===== src/rtl/decode_issue_ctrl.sv =====
// Decode-stage issue FIFO: buffers fetched instructions, classifies the immediate format at enqueue.
// Optional macro DECODE_IMM_EN adds a per-entry sign-extended immediate on out_imm.
module decode_issue_ctrl #(
    parameter int DEPTH = 2,
    parameter int PC_W  = 32
) (
    input  logic                           clk,
    input  logic                           reset,
    input  logic                           flush,
    input  logic                           in_valid,
    output logic                           in_ready,
    input  logic [31:0]                    in_inst,
    input  logic [PC_W-1:0]                in_pc,
    output logic                           out_valid,
    input  logic                           out_ready,
    output logic [31:0]                    out_inst,
    output logic [PC_W-1:0]                out_pc,
    output logic [2:0]                     out_imm_sel,
    output logic                           out_illegal,
`ifdef DECODE_IMM_EN
    output logic [31:0]                    out_imm,
`endif
    output logic [$clog2(DEPTH+1)-1:0]     occupancy
);

    localparam int CNT_W = $clog2(DEPTH + 1);
    localparam int PTR_W = $clog2(DEPTH);
    localparam logic [CNT_W-1:0] FULL = CNT_W'(DEPTH);

    localparam logic [2:0] SEL_NONE = 3'd0;
    localparam logic [2:0] SEL_I    = 3'd1;
    localparam logic [2:0] SEL_S    = 3'd2;
    localparam logic [2:0] SEL_B    = 3'd3;
    localparam logic [2:0] SEL_U    = 3'd4;
    localparam logic [2:0] SEL_J    = 3'd5;

    // Returns {illegal, imm_sel}; opcodes with low bits != 2'b11 never match and fall to illegal.
    function automatic logic [3:0] classify(input logic [6:0] opc);
        logic [3:0] r;
        case (opc)
            7'b0110011:                         r = {1'b0, SEL_NONE};
            7'b0000011, 7'b0010011, 7'b1100111: r = {1'b0, SEL_I};
            7'b0100011:                         r = {1'b0, SEL_S};
            7'b1100011:                         r = {1'b0, SEL_B};
            7'b0110111, 7'b0010111:             r = {1'b0, SEL_U};
            7'b1101111:                         r = {1'b0, SEL_J};
            default:                            r = {1'b1, SEL_NONE};
        endcase
        return r;
    endfunction

`ifdef DECODE_IMM_EN
    function automatic logic signed [31:0] gen_imm(input logic [31:0] i, input logic [2:0] sel);
        logic signed [31:0] r;
        case (sel)
            SEL_I:   r = {{20{i[31]}}, i[31:20]};
            SEL_S:   r = {{20{i[31]}}, i[31:25], i[11:7]};
            SEL_B:   r = {{19{i[31]}}, i[31], i[7], i[30:25], i[11:8], 1'b0};
            SEL_U:   r = {i[31:12], 12'b0};
            SEL_J:   r = {{11{i[31]}}, i[31], i[19:12], i[20], i[30:21], 1'b0};
            default: r = '0;
        endcase
        return r;
    endfunction
`endif

    logic [CNT_W-1:0] count;
    logic [PTR_W-1:0] wr_ptr, rd_ptr;
    logic             push, pop;

    logic [31:0]      inst_mem    [DEPTH];
    logic [PC_W-1:0]  pc_mem      [DEPTH];
    logic [2:0]       sel_mem     [DEPTH];
    logic             illegal_mem [DEPTH];

    // Enqueue-time classification
    logic [3:0]       class_p0;
    logic [2:0]       imm_sel_p0;
    logic             illegal_p0;

    assign class_p0   = classify(in_inst[6:0]);
    assign imm_sel_p0 = class_p0[2:0];
    assign illegal_p0 = class_p0[3];

    assign in_ready  = (count < FULL);
    assign out_valid = (count != '0);
    assign occupancy = count;
    assign push      = in_valid & in_ready & ~flush;
    assign pop       = out_valid & out_ready & ~flush;

    always_ff @(posedge clk or posedge reset) begin
        if (reset) begin
            count  <= '0;
            wr_ptr <= '0;
            rd_ptr <= '0;
        end else if (flush) begin
            count  <= '0;
            wr_ptr <= '0;
            rd_ptr <= '0;
        end else begin
            if (push) wr_ptr <= wr_ptr + PTR_W'(1);
            if (pop)  rd_ptr <= rd_ptr + PTR_W'(1);
            case ({push, pop})
                2'b10:   count <= count + CNT_W'(1);
                2'b01:   count <= count - CNT_W'(1);
                default: count <= count;
            endcase
        end
    end

    // Entry storage is data only; empty-gating on the read side hides stale contents.
    always_ff @(posedge clk) begin
        if (push) begin
            inst_mem[wr_ptr]    <= in_inst;
            pc_mem[wr_ptr]      <= in_pc;
            sel_mem[wr_ptr]     <= imm_sel_p0;
            illegal_mem[wr_ptr] <= illegal_p0;
        end
    end

    assign out_inst    = out_valid ? inst_mem[rd_ptr]    : '0;
    assign out_pc      = out_valid ? pc_mem[rd_ptr]      : '0;
    assign out_imm_sel = out_valid ? sel_mem[rd_ptr]     : '0;
    assign out_illegal = out_valid ? illegal_mem[rd_ptr] : 1'b0;

`ifdef DECODE_IMM_EN
    logic signed [31:0] imm_p0;
    logic [31:0]        imm_mem [DEPTH];

    assign imm_p0 = gen_imm(in_inst, imm_sel_p0);

    always_ff @(posedge clk) begin
        if (push) imm_mem[wr_ptr] <= imm_p0;
    end

    assign out_imm = out_valid ? imm_mem[rd_ptr] : '0;
`endif

endmodule


===== config.mk =====
export PLATFORM = sky130hd
export DESIGN_NAME = decode_issue_ctrl
export DESIGN_NICKNAME = d
export VERILOG_FILES = /design/src/rtl/decode_issue_ctrl.sv
export SDC_FILE = /design/constraint.sdc
export NUM_CORES = 1
export LEC_CHECK = 0
export BUFFER_PORTS_ARGS = -buffer_cell sky130_fd_sc_hd__buf_4
export CAP_MARGIN = 10
export CORE_UTILIZATION = 45
export DETAILED_ROUTE_END_ITERATION = 6
export PLACE_DENSITY = 0.7
export SLEW_MARGIN = 20
export SYNTH_ARGS = -nofsm -noshare
export SYNTH_HDL_FRONTEND = slang
export SYNTH_SLANG_ARGS = --single-unit

===== constraint.sdc =====
create_clock -name clk -period 12.1 [get_ports clk]
set_clock_uncertainty 0.05 [all_clocks]
set_input_delay 0.605 -clock clk [delete_from_list [all_inputs] [get_ports clk]]
set_output_delay 0.605 -clock clk [all_outputs]
set_load 0.02 [all_outputs]

==> impl_metrics.json, run 1 <==
{
  "min_period_ns": 3.14,
  "die_h_um": 112,
  "clkSinkCount": 140,
  "ys_warn_count": 0,
  "pwr-share-seq_pct": 45.8,
  "cp_top_family": "buffers and inverters",
  "violations": "DRC",
  "core_area_um2": 11600,
  "ioPinCount": 141,
  "final_nets": 544,
  "totalWireLength_um": 10200,
  "hold_path_class": "in2async",
  "globalplace.congestion": 0.692,
  "worst_setup_path_start_kind": "flip-flop",
  "ys_ff_latch": 140,
  "dr.pass1.iters": 6,
  "vias": 3130,
  "post-cts-setup-buffers": 0,
  "worstSkewPairLatency_ns": 0.40,
  "fin_hold_ws_ns": 0.0363,
  "use_met2_pct": 27.6,
  "hold_violations": 0,
  "synth_cells": 326,
  "place_hpwl_um": 6410,
  "setup_violations": 0,
  "port_buffers": 140,
  "htreeDepth": 4,
  "drc": 11,
  "grt_pass1_wl_um": 15600,
  "tritoncts": "yes",
  "cap_viol_max_count": 0,
  "max_freq_mhz": 319,
  "tightest_slew_ns": 0.806,
  "min_period_over_period_pct": 25.9,
  "p_int_uw": 972,
  "drive_above_1_share_pct": 37.2,
  "synth_cell_type_count": 26,
  "grt_max_degree": 55,
  "row_count": 39,
  "crit_path_top_delay_cell": "dfrtp_4",
  "path_cells": "buf_4 -> mux2i_1 -> nor2_1 -> buf_4",
  "max_slew_margin_pct": 46.2,
  "power_frac_clock_pct": 44.0,
  "p_comb_share_pct": 10.2,
  "ctsHoldBuffers": 0,
  "ir_worst_vdd_mv": 0.0841,
  "p_leak_nw": 2.72,
  "antenna_found_initial": 0,
  "dieArea_um2": 12500,
  "slew_violations": 0,
  "max_stage_delay_ns": 0.80,
  "critPathBufInv": 2,
  "die_w_um": 112,
  "grt_most_used_layer": "met2",
  "grt_util_met3_pct": 4.68,
  "viasPerCell": 4.97,
  "cts_made_buffers": 17,
  "syn_to_final_growth_pct": 33.5,
  "yosysSeqAreaShare_pct": 77.0,
  "crit_required_ns": 11.44,
  "cts_resized": 0,
  "grt_util_met1_pct": 20.3,
  "cp_max_fo": 38,
  "syn-num-nets": 395,
  "final_common_cell": "buf_4",
  "syn_area_um2": 5430,
  "syn_avg_cell_area_um2": 16.7,
  "clk_path_buf_depth": 2,
  "status": "finished, violations left",
  "path_common_cell": "buf_4",
  "dr.first_iter.drc_count": 155,
  "power_switching_uw": 262,
  "start_util_pct": 46.8,
  "root_buffer": "clkbuf_16",
  "wl_per_cell_um": 16.2,
  "ant_nets": 0,
  "grt_pass1_vias": 3166,
  "critPathArrivalTime_ns": 2.48,
  "grt_setup_unrepaired": "no",
  "grtUsageTotal_pct": 16.7,
  "powerDensity_nw_per_um2": 170,
  "setup-tns-final_ns": 0,
  "cts.clk_slew.worst_paths_ns": 0.05,
  "overflow": 0,
  "n_antenna_cell": 0,
  "swShare_pct": 21.3,
  "endpoint_kind": "primary output",
  "crit_type": "reg2out",
  "layout_common_cells": "buf_4, edfxtp_1, nor2_1"
}
==> worst register-to-register path: cells and delay by family, from the launching register on <==
family / cells / cell delay (ns)
flip-flops: 1 / 0.45
buffers and inverters: 1 / 0.72
AND/OR/NAND/NOR: 2 / 0.99
==> per-stage QoR <==
step           setup slack [ns]  power [mW]  util, %  instance area [µm²]  instances
6_report                   8.96        1.23     62.4                 7250        630
5_1_grt                    8.86        1.27     62.4                 7250        630
4_1_cts                    8.92        1.25     62.4                 7250        630
3_5_place_dp               9.04       0.702     57.0                 6620        599
3_3_place_gp               9.10       0.699     57.0                 6620        599
2_1_floorplan              5.76       0.645        -                 5430        326
==> synth_stat cells, drive strengths merged <==
| cell type | n | share of area, % |
|---|---|---|
| a211o | 1 | 0.18 |
| a21boi | 1 | 0.14 |
| a21oi | 3 | 0.35 |
| a2bb2oi | 2 | 0.32 |
| buf | 10 | 1.5 |
| clkbuf | 5 | 0.35 |
| dfrtp | 4 | 1.8 |
| edfxtp | 136 | 75 |
| inv | 6 | 0.41 |
| mux2 | 1 | 0.21 |
| mux2i | 68 | 13 |
| nand2 | 2 | 0.14 |
| nand2b | 2 | 0.23 |
| nor2 | 73 | 5.1 |
| nor2b | 2 | 0.23 |
| nor3 | 2 | 0.18 |
| nor3b | 1 | 0.14 |
| nor4 | 1 | 0.12 |
| o21ai | 2 | 0.18 |
| o311ai | 1 | 0.16 |
| or4 | 1 | 0.21 |
| xor2 | 2 | 0.32 |
==> kinds of logic (layout without fill, tap and decap cells) <==
kind of cell              after synthesis  count (layout)  share of synthesized area [%]
DFF                                   140             140                           77.0
and+or+nand+nor                        84              84                           6.34
muxes                                  69              69                           12.7
buffers and inverters                  21             182                           2.23
AOI/OAI and AO/OA                      10              10                           1.34
xor gates and xnor gates                2               2                          0.323
==> worst paths after layout <==
check	start	endpoint	slack, ns	depth (start not counted)
hold / removal	reset	wr_ptr	0.04	2
setup / recovery	rd_ptr	out_imm_sel[2]	8.96	4
min in group clk	in_pc[31]	pc_mem[1][31]	0.33	1
hold reg to reg	wr_ptr	wr_ptr	0.58	2
setup reg to reg	occupancy[1]	inst_mem[1][23]	9.49	3
max in group asynchronous	reset	rd_ptr	11.79	2
==> routing by layer <==
layer | up-vias | routed length, µm
met1 | 1503 | 4320
met4 | 0 | 149
met5 | - | 0
met3 | 14 | 624
met2 | 112 | 5080
li1 | 1501 | -
==> state kept, by name (all words and copies together), names as in the netlist <==
register / count
pc_mem: 64
illegal_mem: 2
rd_ptr: 1
sel_mem: 6
occupancy: 2
inst_mem: 64
wr_ptr: 1
==> power by group through the flow <==
stage	Clock [mW]	Combinational, mW	Sequential, mW
floorplan	0	0.0735	0.572
CTS	0.554	0.128	0.565
finish	0.543	0.126	0.565
detailed placement	0	0.127	0.575
global route	0.571	0.136	0.566
global placement	0	0.125	0.573
==> final cells by class <==
cell class,instances,area (µm²)
Inverter,6,22.5
Fill cell,882,4360
Multi-Input combinational cell,165,1150
Sequential cell,140,4190
Clock inverter,14,201
Tap cell,143,179
Clock buffer,17,425
Timing Repair Buffer,145,1090
Power figures use the tool's default switching activity.
==> run 2, diff against run 1 <==
--- a/config.mk
+++ b/config.mk
@@ -9,7 +9,7 @@
 export CAP_MARGIN = 10
 export CORE_UTILIZATION = 45
 export DETAILED_ROUTE_END_ITERATION = 6
-export PLACE_DENSITY = 0.7
+export PLACE_DENSITY = 0.72
 export SLEW_MARGIN = 20
 export SYNTH_ARGS = -nofsm -noshare
 export SYNTH_HDL_FRONTEND = slang
==> constraint.sdc (replaced) <==
create_clock -name clk -period 2.7 [get_ports clk]
set_clock_uncertainty 0.05 [all_clocks]
set_input_delay 0.135 -clock clk [delete_from_list [all_inputs] [get_ports clk]]
set_output_delay 0.135 -clock clk [all_outputs]
set_load 0.02 [all_outputs]
==> run 2 against run 1 <==
The run still ends with DRC left. Clock power rose to 3.8 times the previous value. First-iteration DRC count up 29%. Combinational power rose to 5.3 times the previous value. Total power rose to 4.3 times the previous value. Die area unchanged.
==> impl_metrics.json, run 2 (synthesis results as in run 1) <==
{
  "status": "finished, violations left",
  "violations": "DRC",
  "crit_path_top_delay_cell": "dfrtp_4",
  "cts_made_buffers": 17,
  "hold_violations": 0,
  "endpoint_kind": "primary output",
  "htreeDepth": 4,
  "final_nets": 615,
  "p_leak_nw": 2.98,
  "worstHoldStart": "out_ready",
  "dieArea_um2": 12500,
  "ant_nets": 0,
  "fin_hold_ws_ns": 0.0843,
  "startpoint": "rd_ptr",
  "powerDensity_nw_per_um2": 666,
  "place_hpwl_um": 6620,
  "critPathBufInv": 2,
  "cp_top_family": "flip-flops",
  "dr.first_iter.drc_count": 200,
  "crit_required_ns": 2.52,
  "grt_setup_unrepaired": "no",
  "viasPerCell": 4.89,
  "drc": 12,
  "antenna_found_initial": 0,
  "reg.largest.list": "inst_mem x64, pc_mem x64, sel_mem x6",
  "core_area_um2": 11600,
  "slew_violations": 0,
  "critPathArrivalTime_ns": 1.95,
  "setup_violations": 0,
  "start_util_pct": 46.8,
  "min_period_over_period_pct": 79.1,
  "globalplace.congestion": 0.725,
  "drive_above_1_share_pct": 33.3,
  "post-cts-setup-buffers": 0,
  "ioPinCount": 141,
  "ir_worst_vdd_mv": 0.366,
  "hold_path_class": "in2reg",
  "dr.pass1.iters": 6,
  "path_common_cell": "buf_4",
  "port_buffers": 140,
  "clkSinkCount": 140,
  "tightest_slew_ns": 0.509,
  "crit_type": "reg2out",
  "grt_pass1_wl_um": 17500,
  "totalWireLength_um": 10900,
  "die_w_um": 112,
  "tritoncts": "yes",
  "stdcell_area_um2": 7890,
  "path_cells": "buf_4 -> mux2i_1 -> nor2_1 -> buf_4",
  "final_common_cell": "buf_4",
  "layout_common_cells": "buf_4, edfxtp_1, nor2_1",
  "max_freq_mhz": 468,
  "dpl_cell_area_um2": 6680,
  "worstSkewPairLatency_ns": 0.40,
  "ctsHoldBuffers": 67,
  "n_antenna_cell": 0,
  "min_period_ns": 2.14,
  "die_h_um": 112,
  "wl_per_cell_um": 15.5,
  "dp.cells": 603,
  "grt_max_degree": 40,
  "cap_viol_max_count": 0,
  "syn_to_final_growth_pct": 45.2,
  "max_stage_delay_ns": 0.71,
  "worst_setup_path_start_kind": "flip-flop",
  "grtUsageTotal_pct": 18.4,
  "vias": 3434,
  "worst_slack_ns": 0.564,
  "overflow": 0,
  "clk_path_buf_depth": 2,
  "stdcell_count": 702,
  "root_buffer": "clkbuf_16",
  "cts_resized": 0,
  "reg2reg_from": "occupancy[1]",
  "row_count": 39,
  "dp_slack_ns": 0.965,
  "cp_max_fo": 24,
  "grt_pass1_vias": 3558,
  "max_slew_margin_pct": 66.1,
  "cts.clk_slew.worst_paths_ns": 0.06
}
-- run 2: cell count changes in the layout (fill, tap and decap cells not counted), sizes merged --
cell,delta
buf,+4
clkinv,+5
dlygate4sd3,+67
bufinv,-4
-- run 2: final timing paths --
check	to	slack, ns	cells after the start
max in group asynchronous	rd_ptr	2.27	3
worst min register to register	wr_ptr	0.58	2
worst max register to register	pc_mem[1][29]	0.99	3
worst min-delay path	occupancy[1]	0.08	4
worst max-delay path	out_inst[31]	0.56	4
min in group asynchronous	occupancy[0]	0.15	3
-- run 2: worst reg2reg max path, stage by stage, from the launching register on --
cell      delay [ns]
dfrtp_2         0.45
nand2b_4        0.19
nor3b_4         0.21
buf_4           0.43
-- run 2: layout make-up --
class	instances	area [µm²]
clock buffers	17	425
multi-input cells	165	1160
well taps	143	179
fillers	798	3730
repair buffers	216	1800
clock inverters	15	108
flip-flops and latches	140	4190
inverters	6	22.5
-- run 2: per-stage QoR --
stage | total power [mW] | TNS [ns] | utilization, %
3_5_place_dp | 3.16 | 0 | 57.5
3_3_place_gp | 3.15 | 0 | 57.5
5_1_grt | 5.44 | 0 | 67.9
4_1_cts | 5.31 | 0 | 67.9
2_1_floorplan | 2.89 | -18.04 | -
6_report | 5.25 | 0 | 67.9
-- run 2: power breakdown --
part / total [mW] / switching (mW) / internal, mW
registers: 2.53 / 0.0387 / 2.49
logic: 0.665 / 0.343 / 0.321
clock network: 2.06 / 0.820 / 1.24
total: 5.25 / 1.20 / 4.05
-- run 2: routing by layer --
metal  GRT usage [%]  vias up  part of all wire (%)
met4            7.03        0                   1.2
met3            5.17       16                   5.9
met2            30.7      117                    51
li1                -     1645                     -
met5               0        -                     0
met1            22.7     1656                    42
